File: src/rtl/min_display_if.sv
// Bus between the minute counter / board pins and the minute display back-end.
// The counter side drives min/min_tick; the display side drives the segments and status.
interface min_display_if;
  logic [15:0] min;
  logic        min_tick;
  logic [7:0]  HEX0;
  logic [7:0]  HEX1;
  logic        busy;
  logic        ovf;

  modport master (
    output min, min_tick,
    input  HEX0, HEX1, busy, ovf
  );

  modport slave (
    input  min, min_tick,
    output HEX0, HEX1, busy, ovf
  );
endinterface

File: src/rtl/min_display.sv
// Minute display: double-dabble conversion of the 16-bit minute value to BCD,
// driving HEX1 (tens) / HEX0 (units) with a min_tick-driven blinking dp on HEX1.
module min_display #(
  parameter bit LEADING_BLANK = 1'b0,
  parameter bit TICK_DP       = 1'b1
) (
  input  logic          MAX10_CLK1_50,
  input  logic          reset,
  min_display_if.slave  bus
);

  typedef enum logic [1:0] {IDLE, SHIFT, DONE} state_t;

  localparam logic [6:0] SEG_ZERO  = 7'h40;
  localparam logic [6:0] SEG_DASH  = 7'h3F;
  localparam logic [6:0] SEG_BLANK = 7'h7F;

  state_t      state_q, state_d;
  logic [15:0] last_q, last_d;
  logic [3:0]  cnt_q, cnt_d;
  logic        busy_q, busy_d;
  logic        ovf_q, ovf_d;
  logic [6:0]  seg0_q, seg0_d;
  logic [6:0]  seg1_q, seg1_d;
  logic        dp_q, dp_d;
  logic        tick_q, tick_prev_q;
  logic [15:0] sr_q, sr_d;
  logic [19:0] bcd_q, bcd_d;
  logic [19:0] adj;

  function automatic logic [19:0] add3(input logic [19:0] b);
    logic [19:0] r;
    logic [3:0]  nib;
    r = '0;
    for (int i = 0; i < 5; i++) begin
      nib = b[i*4 +: 4];
      if (nib >= 4'd5) nib = nib + 4'd3;
      r[i*4 +: 4] = nib;
    end
    return r;
  endfunction

  function automatic logic [6:0] seg7(input logic [3:0] d);
    logic [6:0] s;
    case (d)
      4'd0: s = 7'h40;
      4'd1: s = 7'h79;
      4'd2: s = 7'h24;
      4'd3: s = 7'h30;
      4'd4: s = 7'h19;
      4'd5: s = 7'h12;
      4'd6: s = 7'h02;
      4'd7: s = 7'h78;
      4'd8: s = 7'h00;
      4'd9: s = 7'h10;
      default: s = SEG_BLANK;
    endcase
    return s;
  endfunction

  always_comb begin
    state_d = state_q;
    last_d  = last_q;
    cnt_d   = cnt_q;
    busy_d  = busy_q;
    ovf_d   = ovf_q;
    seg0_d  = seg0_q;
    seg1_d  = seg1_q;
    sr_d    = sr_q;
    bcd_d   = bcd_q;
    adj     = '0;
    case (state_q)
      IDLE: begin
        if (bus.min != last_q) begin
          sr_d    = bus.min;
          bcd_d   = '0;
          last_d  = bus.min;
          cnt_d   = '0;
          busy_d  = 1'b1;
          state_d = SHIFT;
        end
      end
      SHIFT: begin
        adj   = add3(bcd_q);
        bcd_d = {adj[18:0], sr_q[15]};
        sr_d  = {sr_q[14:0], 1'b0};
        cnt_d = cnt_q + 4'd1;
        if (cnt_q == 4'd15) state_d = DONE;
      end
      DONE: begin
        ovf_d = |bcd_q[19:8];
        if (|bcd_q[19:8]) begin
          seg0_d = SEG_DASH;
          seg1_d = SEG_DASH;
        end else begin
          seg0_d = seg7(bcd_q[3:0]);
          seg1_d = (LEADING_BLANK && (bcd_q[7:4] == 4'd0)) ? SEG_BLANK : seg7(bcd_q[7:4]);
        end
        busy_d  = 1'b0;
        state_d = IDLE;
      end
      default: state_d = IDLE;
    endcase
  end

  // dp runs off its own edge detector, so it keeps blinking during a conversion
  always_comb begin
    dp_d = TICK_DP ? (dp_q ^ (tick_q & ~tick_prev_q)) : 1'b1;
  end

  always_ff @(posedge MAX10_CLK1_50 or posedge reset) begin
    if (reset) begin
      state_q     <= IDLE;
      last_q      <= '0;
      cnt_q       <= '0;
      busy_q      <= 1'b0;
      ovf_q       <= 1'b0;
      seg0_q      <= SEG_ZERO;
      seg1_q      <= SEG_ZERO;
      dp_q        <= 1'b1;
      tick_q      <= 1'b0;
      tick_prev_q <= 1'b0;
    end else begin
      state_q     <= state_d;
      last_q      <= last_d;
      cnt_q       <= cnt_d;
      busy_q      <= busy_d;
      ovf_q       <= ovf_d;
      seg0_q      <= seg0_d;
      seg1_q      <= seg1_d;
      dp_q        <= dp_d;
      tick_q      <= bus.min_tick;
      tick_prev_q <= tick_q;
    end
  end

  // Conversion datapath is always loaded in IDLE before use, so it needs no reset
  always_ff @(posedge MAX10_CLK1_50) begin
    sr_q  <= sr_d;
    bcd_q <= bcd_d;
  end

  assign bus.HEX0 = {1'b1, seg0_q};
  assign bus.HEX1 = {dp_q, seg1_q};
  assign bus.busy = busy_q;
  assign bus.ovf  = ovf_q;

endmodule

File: src/flat_wrapper.sv
// flat-port wrapper written by rule: the top's interface ports become plain ports
module min_display_flat 
#(
  parameter bit LEADING_BLANK = 1'b0,
  parameter bit TICK_DP       = 1'b1
)
  (MAX10_CLK1_50, reset, bus_min, bus_min_tick, bus_HEX0, bus_HEX1, bus_busy, bus_ovf);
  min_display_if bus_i ();
  input  logic MAX10_CLK1_50;
  input  logic reset;
  input wire logic [$bits(bus_i.min)-1:0] bus_min;
  input wire logic [$bits(bus_i.min_tick)-1:0] bus_min_tick;
  output wire logic [$bits(bus_i.HEX0)-1:0] bus_HEX0;
  output wire logic [$bits(bus_i.HEX1)-1:0] bus_HEX1;
  output wire logic [$bits(bus_i.busy)-1:0] bus_busy;
  output wire logic [$bits(bus_i.ovf)-1:0] bus_ovf;
  assign bus_i.min = bus_min;
  assign bus_i.min_tick = bus_min_tick;
  assign bus_HEX0 = bus_i.HEX0;
  assign bus_HEX1 = bus_i.HEX1;
  assign bus_busy = bus_i.busy;
  assign bus_ovf = bus_i.ovf;
  min_display #(.LEADING_BLANK(LEADING_BLANK), .TICK_DP(TICK_DP)) u_core (.MAX10_CLK1_50(MAX10_CLK1_50), .reset(reset), .bus(bus_i));
endmodule
File: config.mk
export PLATFORM = sky130hd
export DESIGN_NAME = min_display_flat
export DESIGN_NICKNAME = d
export VERILOG_FILES = /design/src/rtl/min_display_if.sv /design/src/rtl/min_display.sv /design/src/flat_wrapper.sv
export SDC_FILE = /design/constraint.sdc
export NUM_CORES = 1
export LEC_CHECK = 0
export CAP_MARGIN = 25
export CORE_MARGIN = 2
export CORE_UTILIZATION = 35
export CTS_BUF_LIST = sky130_fd_sc_hd__clkbuf_16
export DETAILED_ROUTE_END_ITERATION = 16
export MAX_ROUTING_LAYER = met4
export PLACE_DENSITY_LB_ADDON = 0.25
export SLEW_MARGIN = 20
export SYNTH_ARGS = -nofsm -noshare
export SYNTH_HDL_FRONTEND = slang
export SYNTH_SLANG_ARGS = --single-unit
File: constraint.sdc
create_clock -name MAX10_CLK1_50 -period 2.3 [get_ports MAX10_CLK1_50]
set_input_delay 0.46 -clock MAX10_CLK1_50 [delete_from_list [all_inputs] [get_ports MAX10_CLK1_50]]
set_output_delay 0.46 -clock MAX10_CLK1_50 [all_outputs]
set_load 0.03 [all_outputs]
==> summary.txt, run 1 <==
Run status
  – Status: complete, no violations

Layout
  – Fill count: 1,071
  – Sequential Area: 2390 um^2
  – Post-route cell area: about 5800 um^2
  – Layout area overhead: 34.3%
  – Area taken by multi-input logic gates: 1950 um^2
  – Core Util, Final: 48.3%
  – Nets: 531
  – Share of layout cells above drive strength 1: 26.6%
  – Diode count: 0

GRT
  – M2 GR Usage: 23.7%
  – GR Util met3: 2.37%
  – Total grt overflow: 0
  – Grt met1 use: 18.4%
  – First-pass GRT wire length: 14.8 mm
  – GRT Util Overall: 14.6%
  – Number of global-route vias before repair: 3,145
  – Largest net degree at the start of global routing: 21
  – GRT Max-Usage Layer: met2
  – Initial antenna violation count: 0

Synthesis
  – Yosys cell types: 46
  – Synth area leaders: edfxtp_1 25%, dfrtp_1 22%, ha_1 6.9%
  – Leading area contributor after synthesis: edfxtp_1
  – Net Count, Synth: 435
  – Avg Synthesized Cell Area: 11.1 um^2
  – EDFF count, synth: 36
  – Seq/Total Area, Yosys: 55.2%
  – Async SR Flop Fraction: between 40% and 50%
  – Synthesized flop and latch total: 91
  – Synthesis Warnings: 0
  – Commonest cells in the netlist: 60 x nand2_1, 38 x dfrtp_1, 36 x edfxtp_1
  – Synth Flop Type: dfrtp_1
  – Count leader, synth: nand2_1
  – Synth top area share: 24.9%
  – Syn Inst Count: 392
  – Cell Area, Synth: 4340 um^2

STA
  – Tmin final: between 2000 and 2500 ps
  – Relative slew margins: 52.4%
  – Achievable Freq: ~450 MHz
  – Clock skew: 9.70 ps
  – Final Hold Vio Count: 0
  – RSZ-0062 raised after global routing: yes
  – Final setup violation count: 0
  – Max-slew violations: 0
  – Worst Max-Slew Pin Slew: between 700 and 800 ps
  – Period utilisation layout: 97.6%

Clock tree
  – Num CTS Buffers: 9
  – CTS root buffer: clkbuf_16
  – H-tree depth: 3
  – Clock Latency Late Sink: 340 ps
  – TritonCTS clock tree: built
  – Reg clk slew, reported paths: 70 ps
  – CTS Hold Bufs: 0
  – CTS Sinks: 91
  – CTS max path bufs: 2

Floorplan
  – Die width: approximately 120 um
  – Die area: 13,300 um^2
  – Core area: 12,100 um^2
  – Initial Utilization: 35.9%
  – IO Pins: 37
  – Vert. Die Dim: roughly 120 um
  – FP Rows: 40

Placed design
  – GP Congestion: roughly 0.79
  – Dpl cell area: around 5300 um^2
  – Detailed placer's ending HPWL: 6.29 mm
  – I/O Buffers: 35

Setup path
  – Slowest-stage cell, CP: dfrtp_1
  – Critical Path Start Type: register
  – R2R setup slack: ~55 ps
  – Req. time, crit path: 2520 ps
  – Crit path from: u_core.last_q[7]
  – WP data arrival: 2460 ps
  – Critical path class: reg2reg
  – Max stage delay on crit path: 400 ps
  – CP Cell Sequence: xor2_1 > nor4_1 > buf_4 > nand4_4 > buf_4 > o21a_1 > a211oi_2 > o21a_1 > a21oi_1
  – Critical Path End Type: register
  – Worst R2R Path Depth: 9
  – CP Max Fanout: 5
  – R2r startpoint: u_core.last_q[7]

Power
  – Switch share: 36.3%
  – Flop pwr share: 33.2%
  – PD cells: 1510 nW/um^2
  – Comb power frac: 48.4%
  – Int Pwr: 0.00561 W
  – Leak: 2.52 nW
  – Clk pwr share: 18.4%
  – VDD IR max: 459 uV
  – Net Switching: 0.00319 W

Hold path
  – Hold path cells: 0
  – Hold EP: u_core.tick_prev_q
  – HP Start: u_core.tick_q
  – Worst hold path class: reg2reg

Route
  – Vias/cell: 4.61
  – DR pass1 iterations: 4
  – Post-route DRC: 0
  – Final WL: 8.85 mm
  – Initial DRC Count: 95
  – Wirelength per Cell: 13.4 um
  – DR vias: 3,050
  – Final ANT Viol Nets: 0

Flow run
  – Max_cap viols: 0
worst max-delay path, delay by kind of cell (launching register included):
family          cells  cell delay [ps]
buf+inv             2              370
xor+xnor            1              160
flops               1              400
simple gates        2              420
compound gates      4              770
routing by layer:
| layer | routed length, um | share of wire [%] |
|---|---|---|
| met1 | 4180 | 47 |
| met2 | 4410 | 50 |
| met3 | 136 | 1.5 |
| met4 | 131 | 1.5 |
| met5 | 0 | 0 |
logic make-up (layout without fill, tap and decap cells):
family,after synthesis,after routing,synth area share [%]
buffers and inverters,37,138,3.64
muxes,16,16,4.16
xor gates and xnor gates,28,28,5.66
and+or+nand+nor,119,119,12.7
DFF,91,91,55.2
AOI/OAI and AO/OA,76,76,11.7
other,1,1,0.0865
adders and majority gates,24,24,6.93
what timing repair did:
item / CTS / global route
setup endpoints to repair: 51 / 51
gates cloned: 0 / 0
endpoints found under the hold margin: 0 / 0
resized for setup: 34 / 18
pin swaps: 14 / 12
setup buffers: 1 / 4
cells in the final DEF (no fill, tap or decap), drive strengths merged, types with 14 or more instances in the layout:
cell type,Yosys,routed
dfxtp,14,14
mux2,16,16
nand2,61,61
nor2,23,23
xor2,20,20
ha,24,24
buf,7,64
dlygate4sd2,0,15
inv,23,24
edfxtp,36,36
clkdlybuf4s50,0,19
a21oi,29,29
dfrtp,38,38
power by group through the flow:
stage | registers (W) | logic (W) | clock network, W
finish | 0.00293 | 0.00426 | 0.00162
global route | 0.00302 | 0.00474 | 0.00171
CTS | 0.00292 | 0.00405 | 0.00166
detailed placement | 0.00294 | 0.00378 | 0
global placement | 0.00292 | 0.00368 | 0
floorplan | 0.00297 | 0.00233 | 0
final cells by class:
| type | count | area share (%) |
|---|---|---|
| Clock buffer | 10 | 4.30 |
| Clock inverter | 6 | 1.46 |
| Inverter | 23 | 1.48 |
| Multi-Input combinational cell | 264 | 33.4 |
| Sequential cell | 91 | 41.1 |
| Tap cell | 168 | 3.61 |
| Timing Repair Buffer | 99 | 14.7 |
metrics by stage:
step	cells	power [W]	setup WS, ps	TNS, ps	hold slack [ps]
floorplan	392	0.00530	-100	-2390	355
global placement	640	0.00660	-522	-28040	368
detailed placement	640	0.00673	-558	-28630	375
CTS	657	0.00863	-7.59	-27.1	390
global route	661	0.00947	-59.3	-444	404
finish	661	0.00881	55.4	0	385
worst max-delay path by stage:
stage                      end  slack, ps  cells past startpoint
2_1_floorplan  u_core.cnt_q[2]       -100                      8
3_3_place_gp          register       -520                     11
3_5_place_dp          register       -560                     11
4_1_cts               register         -8                     11
5_1_grt               register        -60                      9
6_report              register         60                      9
Note: power is estimated with default switching activity, not from simulation.
==> run 2, diff against run 1 <==
clock period = 2.64 ns   (was 2.3 ns; I/O delays follow)
==> run 2 against run 1 <==
Net effect: die area unchanged; clock-buffer cell count unchanged; non-clock buffer count down 16; global-route usage down 0.55 points; sequential power down 13%; worst hold slack about the same; power down 23%; largest power group unchanged; core utilization down 2.7 points; combinational power down 28%.
==> summary.txt, run 2 (synthesis results as in run 1) <==
Route
  – DR pass1 iterations: 4 (unchanged)
  – Initial DRC Count: 113 (+19%)
  – Vias/cell: 4.60 (-0.34%)
  – Final WL: 8.27 mm (-6.6%)
  – DR vias: 2,966 (-2.8%)
  – Wirelength per Cell: 12.8 um (-4.3%)
  – Final ANT Viol Nets: 0 (unchanged)
  – Post-route DRC: 0 (unchanged)

STA
  – Achievable Freq: approximately 400 MHz
  – Max-slew violations: 0 (unchanged)
  – Relative slew margins: 61.9% (+9.5 points)
  – Period utilisation layout: between 90% and 100%
  – Clock skew: 4.80 ps (-4.90 ps)
  – Final setup violation count: 0 (unchanged)
  – RSZ-0062 raised after global routing: yes
  – Tmin final: 2520 ps
  – Worst Max-Slew Pin Slew: 571 ps (-138 ps)
  – Final Hold Vio Count: 0 (unchanged)
  – Setup slack after layout: 117 ps (+61.2 ps)

Layout
  – Diode count: 0 (unchanged)
  – Layout area overhead: 26.9%
  – Post-route cell area: 5500 um^2 (-5.5%)
  – Nets: 515 (-3.0%)
  – Core Util, Final: 45.6% (-2.7 points)
  – Share of layout cells above drive strength 1: 18.4% (-8.1 points)
  – Commonest non-fill, non-tap cell in the layout: nand2_1
  – Most frequent cells in the layout: 60 x nand2_1, 45 x buf_4, 38 x dfrtp_1

Setup path
  – Crit path max-delay family: buffers and inverters
  – Req. time, crit path: 2840 ps (+320 ps)
  – CP Cell Sequence: clkdlybuf4s50_1 > xor2_1 > nor4_2 > nand4_2 > o21bai_2 > buf_6 > a21o_1 > inv_1 > ha_1 > nor2_1 > o22ai_1
  – Worst R2R Path Depth: 11 (+2)
  – Critical Path End Type: register
  – WP data arrival: 2720 ps (+260 ps)
  – Max stage delay on crit path: 460 ps (+60 ps)
  – Critical path class: in2reg
  – CP Max Fanout: 7 (+2)
  – Crit path depth: 11 (+2)
  – Slowest-stage cell, CP: clkdlybuf4s50_1
  – CP bufs+invs: 3 (+1)
  – Critical Path Start Type: input port

Clock tree
  – CTS root buffer: clkbuf_16
  – Reg clk slew, reported paths: 60 ps (about the same)
  – Setup Buffers After CTS: 0 (-1)
  – CTS max path bufs: 2 (unchanged)
  – Num CTS Buffers: 9 (unchanged)
  – H-tree depth: 3 (unchanged)
  – Clock Latency Late Sink: 330 ps (about the same)
  – TritonCTS clock tree: built
  – CTS Sinks: 91 (unchanged)

Run status
  – Status: complete, no violations

GRT
  – First-pass GRT wire length: 14.3 mm (-3.8%)
  – Initial antenna violation count: 0 (unchanged)
  – Number of global-route vias before repair: 2,996 (-4.7%)
  – GRT Util Overall: 14.1% (-0.55 points)
  – Largest net degree at the start of global routing: 42 (+100%)
  – Total grt overflow: 0 (unchanged)

Power
  – PD cells: 1240 nW/um^2 (-18%)
  – Clk pwr share: 17.2% (-1.2 points)
  – Int Pwr: 0.00435 W (-22%)
  – Flop pwr share: 37.4% (+4.2 points)
  – Switch share: 36.0% (-0.26 points)
  – Comb power frac: 45.3% (-3.1 points)
  – Design Power: 0.00680 W (-23%)
  – VDD IR max: 490 uV (+6.8%)
  – Leak: 2.39 nW (-5.2%)
  – Net Switching: 0.00245 W (-23%)

Placed design
  – Detailed placer's ending HPWL: 5.83 mm (-7.2%)
  – DP Worst Slack: -344 ps (+213 ps)
  – GP Congestion: 0.844 (+7.3%)
  – Dpl cell area: 5210 um^2 (-1.6%)
  – I/O Buffers: 35 (unchanged)

Floorplan
  – Core area: 12,100 um^2 (unchanged)
  – FP Rows: 40 (unchanged)
  – IO Pins: 37 (unchanged)
  – Die area: 13,300 um^2 (unchanged)
  – Vert. Die Dim: 115 um (unchanged)
  – Die width: 115 um (unchanged)
  – Initial Utilization: 35.9% (unchanged)

Hold path
  – Hold path cells: 0 (unchanged)
  – Worst hold path class: reg2reg

Flow run
  – Max_cap viols: 0 (unchanged)
## run 2: final cells by class
| cell class | instances | area (um^2) |
|---|---|---|
| clock buffer | 10 | 250 |
| clock inverter | 6 | 23.8 |
| fill | 1109 | 6560 |
| inverter | 23 | 86.3 |
| multi-input combinational | 264 | 1800 |
| sequential | 91 | 2390 |
| tap | 168 | 210 |
| timing repair buffer | 83 | 742 |
## run 2: stage by stage
stage	setup TNS, ps	cells	hold WS (ps)
detailed placement	-14080	629	376
finish	0	645	385
floorplan	0	392	355
CTS	0	645	390
global placement	-13570	629	367
global route	-53.6	645	401
## run 2: routing by layer
metal	track usage, %	part of all wire [%]	vias up
li1	-	-	1505
met1	18.4	50	1442
met2	21.5	47	15
met3	2.90	1.5	4
met4	5.78	1.1	0
met5	-	0	-
## run 2: timing repair
action / CTS / global route
hold buffers: 0 / 0
gates resized for setup: 0 / 4
endpoints found under the setup margin: 0 / 13
## run 2: path summary, 6_finish.rpt
kind	start	to	slack, ps
max reg2reg	u_core.bcd_q[1]	register	240
max	bus_min[0]	register	120
min	u_core.tick_q	u_core.tick_prev_q	380
max in group asynchronous	reset	u_core.seg1_q[6]	1610
min in group asynchronous	reset	u_core.tick_q	640
min reg2reg	u_core.tick_q	u_core.tick_prev_q	380
## run 2: power by group through the flow
stage	Sequential [W]	Combinational [W]	Clock (W)
global placement	0.00256	0.00301	0
floorplan	0.00259	0.00203	0
CTS	0.00255	0.00308	0.00121
global route	0.00262	0.00350	0.00128
finish	0.00254	0.00308	0.00117
detailed placement	0.00257	0.00306	0
